File: src/rtl/bsg_acm_pkg.sv
// Shared types and helpers for the bsg_acm cell-array sequencer.
// State encodings are fixed so netlists and waveforms stay comparable with the legacy design.
package bsg_acm_pkg;

  localparam logic [1:0] state_load_c  = 2'd0;
  localparam logic [1:0] state_run_c   = 2'd1;
  localparam logic [1:0] state_drain_c = 2'd2;

  typedef enum logic [1:0] {
    eLOAD  = state_load_c,
    eRUN   = state_run_c,
    eDRAIN = state_drain_c
  } state_e;

  // Flat bit index of cell (r,c) in a row-major grid that is w cells wide.
  function automatic int unsigned cell_idx(input int unsigned r,
                                           input int unsigned c,
                                           input int unsigned w);
    return r * w + c;
  endfunction

endpackage

File: src/rtl/bsg_acm_row_sel.sv
// height_p-to-1 row multiplexer: returns the width_p-bit row of cells_i selected by row_i.
module bsg_acm_row_sel
  import bsg_acm_pkg::*;
#(
  parameter int width_p  = 8,
  parameter int height_p = 8,
  parameter int row_w_p  = 3
) (
  input  logic [height_p*width_p-1:0] cells_i,
  input  logic [row_w_p-1:0]          row_i,
  output logic [width_p-1:0]          data_o
);

  always_comb begin
    data_o = '0;
    for (int unsigned r = 0; r < height_p; r++) begin
      if (row_i == row_w_p'(r)) begin
        data_o = cells_i[cell_idx(r, 0, width_p) +: width_p];
      end
    end
  end

endmodule

File: src/rtl/bsg_acm_grid_ctrl.sv
// Load / run / drain sequencer for the bsg_acm_cell pixel array.
// Update strobes are combinational so the cells capture a row on the same edge it is accepted.
module bsg_acm_grid_ctrl
  import bsg_acm_pkg::*;
#(
  parameter int width_p      = 8,
  parameter int height_p     = 8,
  parameter int iter_width_p = 8
) (
  input  logic                         clk_i,
  input  logic                         reset_n_i,
  input  logic                         v_i,
  input  logic [width_p-1:0]           data_i,
  input  logic [iter_width_p-1:0]      iters_i,
  output logic                         ready_o,
  output logic [height_p*width_p-1:0]  update_o,
  output logic [height_p*width_p-1:0]  update_val_o,
  output logic                         en_o,
  input  logic [height_p*width_p-1:0]  cells_i,
  output logic                         v_o,
  output logic [width_p-1:0]           data_o,
  input  logic                         yumi_i,
  output logic                         busy_o
);

  localparam int row_w_lp = (height_p > 1) ? $clog2(height_p) : 1;

  state_e                  state_r;
  logic [row_w_lp-1:0]     row_cnt_r;
  logic [iter_width_p-1:0] iter_cnt_r;

  logic                    in_load, in_run, in_drain;
  logic                    accept, last_row, iter_zero;
  logic [width_p-1:0]      row_data;

  // Every output is forced low while reset is held, whatever the state register says.
  assign in_load  = reset_n_i && (state_r == eLOAD);
  assign in_run   = reset_n_i && (state_r == eRUN);
  assign in_drain = reset_n_i && (state_r == eDRAIN);

  assign accept   = in_load && v_i;
  assign last_row = (row_cnt_r == row_w_lp'(height_p - 1));

  // On a row-0 accept the count has not been latched yet, so look at iters_i directly.
  assign iter_zero = (row_cnt_r == '0) ? (iters_i == '0) : (iter_cnt_r == '0);

  assign ready_o = in_load;
  assign en_o    = in_run;
  assign v_o     = in_drain;
  assign busy_o  = in_run || in_drain;
  assign data_o  = in_drain ? row_data : '0;

  bsg_acm_row_sel #(
    .width_p  (width_p),
    .height_p (height_p),
    .row_w_p  (row_w_lp)
  ) row_sel (
    .cells_i (cells_i),
    .row_i   (row_cnt_r),
    .data_o  (row_data)
  );

  always_comb begin
    update_o     = '0;
    update_val_o = '0;
    if (accept) begin
      for (int unsigned r = 0; r < height_p; r++) begin
        if (row_cnt_r == row_w_lp'(r)) begin
          update_o[cell_idx(r, 0, width_p) +: width_p]     = '1;
          update_val_o[cell_idx(r, 0, width_p) +: width_p] = data_i;
        end
      end
    end
  end

  always_ff @(posedge clk_i) begin
    if (!reset_n_i) begin
      state_r    <= eLOAD;
      row_cnt_r  <= '0;
      iter_cnt_r <= '0;
    end else begin
      case (state_r)
        eLOAD: begin
          if (v_i) begin
            if (row_cnt_r == '0) begin
              iter_cnt_r <= iters_i;
            end
            if (last_row) begin
              row_cnt_r <= '0;
              state_r   <= iter_zero ? eDRAIN : eRUN;
            end else begin
              row_cnt_r <= row_cnt_r + 1'b1;
            end
          end
        end
        eRUN: begin
          iter_cnt_r <= iter_cnt_r - 1'b1;
          if (iter_cnt_r == iter_width_p'(1)) begin
            state_r <= eDRAIN;
          end
        end
        eDRAIN: begin
          if (yumi_i) begin
            if (last_row) begin
              row_cnt_r <= '0;
              state_r   <= eLOAD;
            end else begin
              row_cnt_r <= row_cnt_r + 1'b1;
            end
          end
        end
        default: begin
          state_r   <= eLOAD;
          row_cnt_r <= '0;
        end
      endcase
    end
  end

  yumi_needs_valid: assert property (@(posedge clk_i) disable iff (!reset_n_i) yumi_i |-> v_o);

endmodule
File: config.mk
export PLATFORM = sky130hd
export DESIGN_NAME = bsg_acm_grid_ctrl
export DESIGN_NICKNAME = d
export VERILOG_FILES = /design/src/rtl/bsg_acm_pkg.sv /design/src/rtl/bsg_acm_row_sel.sv /design/src/rtl/bsg_acm_grid_ctrl.sv
export SDC_FILE = /design/constraint.sdc
export NUM_CORES = 1
export LEC_CHECK = 0
export ABC_AREA = 1
export BUFFER_PORTS_ARGS = -buffer_cell sky130_fd_sc_hd__buf_4
export CORE_MARGIN = 5
export CORE_UTILIZATION = 42
export DETAILED_ROUTE_END_ITERATION = 10
export GPL_ROUTABILITY_DRIVEN = 0
export HOLD_SLACK_MARGIN = 0.02
export PLACE_DENSITY_LB_ADDON = 0.25
export SLEW_MARGIN = 10
export SYNTH_ARGS = -nofsm -noshare
export SYNTH_HDL_FRONTEND = slang
export SYNTH_SLANG_ARGS = --single-unit
File: constraint.sdc
create_clock -name clk_i -period 5.1 [get_ports clk_i]
set_clock_uncertainty 0.05 [all_clocks]
set_input_delay 0.51 -clock clk_i [delete_from_list [all_inputs] [get_ports clk_i]]
set_output_delay 0.51 -clock clk_i [all_outputs]
set_load 0.1 [all_outputs]
==> flow_summary.yaml <==
job:
  maxCapViolations: 0
cts:
  cts_max_level: 1
  clkTransAtPathRegs_ns: 0.06
  cts_root_buf: "clkbuf_8"
  postCtsSetupBuffers: 0
  cts_tree: "built"
  cts_max_path_buffers: 2
  cts_resized: 0
  cts_num_sinks: 13
  cts_made_buffers: 3
  hold_buffers: 0
  insertion_delay_ns: 0.25
route:
  drc: 0
  ant_nets: 0
  drt_iter0_drc: 180
  first_pass_iters: 4
  wl_per_cell_um: 13.8
  avgViaCountPerCell: 4.67
  wl_um: 9980
  vias: 3370
grt:
  grtUsageMet2: 0.436
  antenna_found_initial: 0
  grt_pass1_vias: 3040
  grt_busiest_layer: "met2"
  grt_max_degree: 19
  grt_pass1_wl_um: 15100
  grt.overflow.total: 0
  met1_usage: 0.303
  track_usage: 0.244
  met3_usage: 0.0511
die:
  fp.dieW_um: 87.3
  initial_core_util: 0.427
  die-area_um2: 7630
  core_um2: 5890
  die_y_um: 87.3
  fp-row-count: 28
  pin_count: 224
synthesis:
  syn_inst: 487
  ys_top_cells_by_area: "buf_4 17%, nand2_1 17%, nor2_1 17%, dfxtp_1 10%, inv_1 10%"
  ys_ff_latch: 13
  syn_nets: 580
  synth_top_area_frac: 0.170
  yosys_warnings: 0
  syn_area_um2: 2510
  seq_area_frac_synth: 0.104
  syn_avg_cell_area_um2: 5.16
  ys_types: 26
  synth_top_area_cell: "buf_4"
critical_path:
  cp.arrival_ns: 2.79
  required_ns: 4.54
  end_kind: "output port"
  crit_type: "register to output port"
  start_kind: "register"
  path_max_fanout: 17
pwr:
  ir_worst_vdd_mv: 0.116
  power.total_mw: 0.630
  static-leakage-power_nw: 2.37
  p_per_area_nw_per_um2: 164
sta:
  fmax_mhz: 298
  rsz0062_at_grt: "false"
  tightest_slew_ns: 0.709
  hold_viol_final: 0
  setup_viol: 0
  slew_headroom: 0.526
  drv_slew: 0
  timing.hold.ws_ns: 0.435
  finalCritPeriodShare: 0.657
  period_needed_ns: 3.35
run_status:
  status: "completed"
placed_design:
  numPortBuffers: 223
  hpwl_um: 8400
min_path:
  holdCritPathClass: "register to register"
cells_and_area:
  layout-drive-gt1-share: 0.385
  nNetsFinal: 741
  fillerInstances: 569
  antenna_cells: 0
  area_growth_pct: 53.0
-- final cells by class --
class / instances / area [um^2] / share of cell area
Clock buffer: 4 / 45.0 / 0.0117
Inverter: 78 / 293 / 0.0761
Multi-Input combinational cell: 329 / 1480 / 0.385
Timing Repair Buffer: 223 / 1670 / 0.435
Sequential cell: 13 / 260 / 0.0677
Tap cell: 75 / 93.8 / 0.0244
-- synth_stat cells --
cell type and n:
nand3_2 2, a31oi_1 2, ha_1 9, nand3_1 22, clkinv_1 2, inv_2 9, a21oi_1 20, dfxtp_1 13
or2_1 1, buf_4 57, nand2_2 3, xor2_1 1, nor3_1 2, nand2_1 112, or2_2 7, buf_6 1
clkbuf_1 3, nor2_1 111, o22ai_1 3, inv_1 67, nand4_1 1, o21ai_0 28, buf_2 6, a211oi_1 2
or2_0 1, nor2_2 2
-- critical path: stages, from the launching register on --
cell,delay (ns)
dfxtp_1,0.32
inv_1,0.10
ha_1,0.38
nand2_1,0.41
nor2_1,0.66
inv_2,0.21
nor2_1,0.15
buf_4,0.30
-- placed cells by master, fill, tap and decap left out, drive strengths merged, types with 9 or more instances in the layout --
| cell | netlist | layout |
|---|---|---|
| or2 | 9 | 9 |
| dfxtp | 13 | 13 |
| buf | 64 | 223 |
| nand3 | 24 | 24 |
| nand2 | 115 | 115 |
| a21oi | 20 | 20 |
| nor2 | 113 | 113 |
| ha | 9 | 9 |
| inv | 76 | 76 |
| o21ai | 28 | 28 |
-- through the flow --
stage / cells / instance area (um^2) / worst slack (ns) / TNS [ns] / utilization
after floorplan: 487 / 2510 / -0.233 / -13.02 / -
after global placement: 718 / 3800 / 2.12 / 0 / 0.646
after detailed placement: 718 / 3800 / 2.00 / 0 / 0.646
after CTS: 722 / 3840 / 1.72 / 0 / 0.653
after global routing: 722 / 3840 / 1.47 / 0 / 0.653
final: 722 / 3840 / 1.75 / 0 / 0.653
-- path summary, 6_finish.rpt --
path / startpoint / to / slack, ns / depth (start not counted)
worst max-delay path: row_cnt_r[1] / update_val_o[47] / 1.75 / 7
worst min register to register: iter_cnt_r[5] / iter_cnt_r[5] / 0.44 / 2
worst max register to register: row_cnt_r[0] / iter_cnt_r[1] / 2.95 / 9
worst min-delay path: iter_cnt_r[5] / iter_cnt_r[5] / 0.44 / 2
-- state kept, by name, summed over array words and instances (netlist names) --
name	flops
row_cnt_r	3
state_r	2
iter_cnt_r	8
-- logic make-up (layout without fill, tap and decap cells) --
group           Yosys count  in the layout  share of synthesized area
buf+inv                 145            305                      0.308
xor+xnor                  1              1                    0.00349
simple gates            264            264                      0.426
flops                    13             13                      0.104
fa+ha+maj                 9              9                     0.0448
compound gates           55             55                      0.114
-- routing by layer --
metal  part of all wire  wire length [um]  up-vias
li1                   -                 -     1734
met1               0.40              4010     1477
met2               0.49              4900      145
met3              0.096               957       14
met4              0.011               111        0
met5                  0                 0        -
-- power by group --
| group | internal, mW | total [mW] | switching, mW |
|---|---|---|---|
| Clock | 0.0554 | 0.0953 | 0.0399 |
| Sequential | 0.110 | 0.118 | 0.00759 |
| Combinational | 0.121 | 0.418 | 0.297 |
Note: power is estimated with default switching activity, not from simulation.
